==> src/rtl/switch_pkg.sv <==
// Shared defaults and sizing helper for the switch input bank.
package switch_pkg;

  localparam int SW_WIDTH       = 8;
  localparam int SW_SYNC_STAGES = 2;
  localparam int SW_DEBOUNCE    = 4;

  // Ceiling log2, never below 1, so a counter always has at least one bit.
  function automatic int clog2(input int v);
    int r;
    r = 0;
    for (int i = 0; i < 31; i++)
      if ((1 << i) < v) r = i + 1;
    return (r < 1) ? 1 : r;
  endfunction

endpackage

==> src/rtl/switch_debounce_ch.sv <==
// One switch channel: synchroniser chain, mismatch counter, stable level
// and rise/fall pulses of the stable (pre-inversion) level.
module switch_debounce_ch
  import switch_pkg::*;
#(
  parameter int SYNC_STAGES     = SW_SYNC_STAGES,
  parameter int DEBOUNCE_CYCLES = SW_DEBOUNCE
) (
  input  logic clk,
  input  logic rst_n,
  input  logic din,
  input  logic hold,
  output logic stable,
  output logic rise,
  output logic fall,
  output logic accept
);

  localparam int             CW      = clog2(DEBOUNCE_CYCLES + 1);
  localparam logic [CW-1:0]  CNT_MAX = CW'(DEBOUNCE_CYCLES - 1);

  logic [SYNC_STAGES-1:0] sync;
  logic                   sync_q;
  logic [CW-1:0]          cnt;

  assign sync_q = sync[SYNC_STAGES-1];

  // Final qualifying mismatch; hold overrides it so a frozen channel never flips.
  assign accept = !hold && (sync_q != stable) && (cnt == CNT_MAX);

  // Synchroniser keeps shifting through hold so the level is fresh when hold drops.
  always_ff @(posedge clk) begin
    if (!rst_n) sync <= '0;
    else        sync <= {sync[SYNC_STAGES-2:0], din};
  end

  // Debounce counter, stable level and single-cycle edge pulses.
  always_ff @(posedge clk) begin
    if (!rst_n) begin
      cnt    <= '0;
      stable <= 1'b0;
      rise   <= 1'b0;
      fall   <= 1'b0;
    end else begin
      rise <= accept & ~stable;
      fall <= accept &  stable;
      if (hold || (sync_q == stable)) begin
        cnt <= '0;
      end else if (cnt == CNT_MAX) begin
        stable <= ~stable;
        cnt    <= '0;
      end else begin
        cnt <= cnt + 1'b1;
      end
    end
  end

endmodule

==> src/rtl/switch_inv_bank.sv <==
// Bank of WIDTH debounced switch inputs with per-channel inversion and
// rise/fall/changed pulses referenced to the inverted output level.
module switch_inv_bank
  import switch_pkg::*;
#(
  parameter int               WIDTH           = SW_WIDTH,
  parameter int               SYNC_STAGES     = SW_SYNC_STAGES,
  parameter int               DEBOUNCE_CYCLES = SW_DEBOUNCE,
  parameter logic [WIDTH-1:0] INV_MASK        = {WIDTH{1'b1}}
) (
  input  logic             clk,
  input  logic             rst_n,
  input  logic [WIDTH-1:0] in,
  input  logic             hold,
  output logic [WIDTH-1:0] out,
  output logic [WIDTH-1:0] rise,
  output logic [WIDTH-1:0] fall,
  output logic             changed
);

  logic [WIDTH-1:0] stable;
  logic [WIDTH-1:0] s_rise;
  logic [WIDTH-1:0] s_fall;
  logic [WIDTH-1:0] accept;

  for (genvar g = 0; g < WIDTH; g++) begin : g_ch
    switch_debounce_ch #(
      .SYNC_STAGES    (SYNC_STAGES),
      .DEBOUNCE_CYCLES(DEBOUNCE_CYCLES)
    ) u_ch (
      .clk   (clk),
      .rst_n (rst_n),
      .din   (in[g]),
      .hold  (hold),
      .stable(stable[g]),
      .rise  (s_rise[g]),
      .fall  (s_fall[g]),
      .accept(accept[g])
    );
  end

  // Inversion of a register by a constant mask: out stays register-driven.
  assign out = stable ^ INV_MASK;

  // An inverted channel sees its stable rising edge as a falling output edge.
  assign rise = (s_rise & ~INV_MASK) | (s_fall & INV_MASK);
  assign fall = (s_fall & ~INV_MASK) | (s_rise & INV_MASK);

  // Bank-wide change pulse, registered on the same edge as rise/fall.
  always_ff @(posedge clk) begin
    if (!rst_n) changed <= 1'b0;
    else        changed <= |accept;
  end

endmodule

==> config.mk <==
export PLATFORM = sky130hd
export DESIGN_NAME = switch_inv_bank
export DESIGN_NICKNAME = d
export VERILOG_FILES = /design/src/rtl/switch_pkg.sv /design/src/rtl/switch_debounce_ch.sv /design/src/rtl/switch_inv_bank.sv
export SDC_FILE = /design/constraint.sdc
export NUM_CORES = 1
export LEC_CHECK = 0
export ABC_AREA = 1
export BUFFER_PORTS_ARGS = -buffer_cell sky130_fd_sc_hd__buf_2
export CORE_UTILIZATION = 55
export CTS_CLUSTER_DIAMETER = 50
export CTS_CLUSTER_SIZE = 30
export DETAILED_ROUTE_END_ITERATION = 10
export GPL_TIMING_DRIVEN = 0
export PLACE_DENSITY = 0.73
export SLEW_MARGIN = 25
export SYNTH_ARGS = -nofsm -noshare
export SYNTH_HDL_FRONTEND = slang
export SYNTH_SLANG_ARGS = --single-unit
export TNS_END_PERCENT = 10
==> constraint.sdc <==
create_clock -name clk -period 2.1 [get_ports clk]
set_clock_uncertainty 0.15 [all_clocks]
set_input_delay 0.105 -clock clk [delete_from_list [all_inputs] [get_ports clk]]
set_output_delay 0.105 -clock clk [all_outputs]
set_load 0.02 [all_outputs]
==> impl_metrics.yaml <==
outcome:
  outcome: "complete, no violations"
die:
  die_w_um: 69.5
  die_area_um2: 4830
  ios: 36
  core_um2: 4350
  rows: 24
  initial_core_util_pct: 57.6
  die_y_um: 69.5
synth:
  synthDistinctLibCells: 17
  ys_seq_area_share_pct: 51.9
  synth_seq_cells: 65
  synth_fp_nets: 308
  synth_commonest_cells: "dfxtp_1, inv_1, nand2_1"
  yosysTopAreaCell: "dfxtp_1"
  synth_edf_count: 0
  synth_area_leaders: "dfxtp_1, ha_1, inv_1, nand2_1, nor2_1"
  syn_inst: 281
  yosysMostFrequentCell: "dfxtp_1"
  netlist_area_um2: 2510
  synth_warnings: 0
  ys.flop_type: "dfxtp_1"
  yosys.area.top_type_share_pct: 51.9
  syn_avg_cell_area_um2: 8.92
  postSynth.asyncResetShare_pct: 0
critical_path:
  crit_start: "g_ch[2].u_ch.cnt[0]$_SDFF_PP0_"
  cp.arrival_ps: 1530
  critPathCaptureType: "flop"
  critical_path_class: "reg -> reg"
  r2r-start: "g_ch[2].u_ch.cnt[0]$_SDFF_PP0_"
  startpoint_type: "flop"
  critPathBufInv: 0
  critPathTopFamily: "adder cells"
  critPathRequiredTime_ps: 2170
  crit_chain: "ha_1, ha_1, nand4_1, nand2_1, nor2_1, a21oi_1"
  critPathMaxStageDelay_ps: 320
  cp_slowest_cell: "dfxtp_1"
  cp_max_fo: 3
  cpMostUsedCell: "ha_1"
timing:
  final.setup.worst_slack_ps: 642
  timing.setup.tns_ps: 0
  fmax_ghz: 0.686
  worstMarginPinSlew_ps: 214
  slew_headroom_pct: 85.7
  hold_ws_ps: 22.7
  fin_crit_sh_pct: 69.4
  report.final.slew_viol_count: 0
  rsz0062_at_grt: "no"
  setup_violations: 0
  hold_viol: 0
  period_minus_slack_ps: 1460
placed_design:
  gp_congestion: 0.728
  pre_cts_slack_ps: 657
  dpl.hpwl_um: 2880
  placed_cell_area_um2: 2740
  io_buffers: 34
clocking:
  cts_buffers: 9
  htree_levels: 3
  clk_latency_ps: 340
  clkSinkCount: 65
  cts_resized: 0
  clk_pin_slew_worst_paths_ps: 70
  cts_tree: "yes"
  cts_root_buf: "clkbuf_8"
  cts_buffer_depth: 2
  holdBufCountCts: 14
  cts_setup_buffers: 0
layout:
  fin_area_um2: 3060
  drive_above_1_share_pct: 26.5
  n_antenna_cell: 0
  nNetsFinal: 367
  area_growth_pct: 22.2
drt:
  wl_um: 4260
  drtIter0Drc: 97
  avgViaCountPerCell: 4.68
  via_count: 1853
  ant_nets: 0
  dr.pass1.iters: 4
  drc: 0
  wl_per_cell_um: 10.8
job:
  cap_violations: 0
pwr:
  p_per_area_nw_per_um2: 753
  vdd_drop_max_v: 0.000583
  leakage_uw: 0.00148
global_routing:
  overflow: 0
  grt_usage_pct: 19.4
  grt_first_pass_wirelength_um: 7010
  grt_max_degree: 11
  grt_pass1_vias: 1718
  antenna_found_initial: 0
hold_path:
  hold_path.class: "in -> reg"
  hp-start: "hold"
==> routing by layer <==
layer | wire [um] | up-vias | track usage, % | part of all wire [%]
li1 | - | 980 | - | -
met2 | 2110 | 41 | 33.5 | 50
met5 | 0 | - | 0 | 0
met3 | 188 | 8 | 5.96 | 4.4
met1 | 1880 | 824 | 20.7 | 44
met4 | 78 | 0 | 11.6 | 1.8
==> metrics by stage <==
step | instances | total power, uW | utilization, %
3_5_place_dp | 367 | 1360 | 63.0
5_1_grt | 396 | 2400 | 70.3
3_3_place_gp | 367 | 1360 | 63.0
4_1_cts | 396 | 2340 | 70.3
6_report | 396 | 2310 | 70.3
2_1_floorplan | 281 | 1340 | -
==> worst paths after layout <==
kind,slack [ps],cells after the start,to
max,640,6,changed$_SDFF_PN0_
min,20,4,g_ch[5].u_ch.fall$_SDFF_PN0_
max reg2reg,640,6,changed$_SDFF_PN0_
min reg2reg,260,2,g_ch[7].u_ch.sync[1]$_SDFF_PN0_
==> report_power, final <==
group	switching (uW)	internal, uW
Combinational	53.9	46.8
Clock	436	512
Sequential	7.73	1250
Total	497	1810
==> final cells by class <==
cell class	instances	area [um2]
plain buffers	23	183
clock buffers	12	165
clock inverters	3	15.0
fillers	347	1290
inverters	50	190
multi-input cells	143	832
flip-flops and latches	65	1300
well taps	52	65.1
repair buffers	48	310
==> registers in the layout, summed over array words and instances (netlist names) <==
register	flops
g_ch.u_ch.rise	8
g_ch.u_ch.fall	8
g_ch.u_ch.stable	8
changed	1
g_ch.u_ch.cnt	24
g_ch.u_ch.sync	16
==> placed cells by master, fill, tap and decap left out, types with 5 or more instances in the layout <==
cell type	instances
a21oi_1	7
buf_2	36
buf_4	17
clkbuf_8	12
dfxtp_1	65
dlygate4sd3_1	14
ha_1	16
inv_1	44
inv_2	5
nand2_1	42
nand4_1	19
nand4_2	5
nor2_1	38
nor3_1	8
==> tightest hold or removal path: stages <==
cell	delay [ps]
buf_2	80
inv_2	70
nand4_1	140
nor3_1	60
==> kinds of logic after synthesis <==
logic type                 Yosys count  share of synthesized area (%)
AOI/OAI and AO/OA                    9                           2.10
DFF                                 65                           51.9
and+or+nand+nor                    118                           23.1
adders and majority gates           16                           7.99
buffers and inverters               73                           14.9
(Power assumes the default switching activity.)
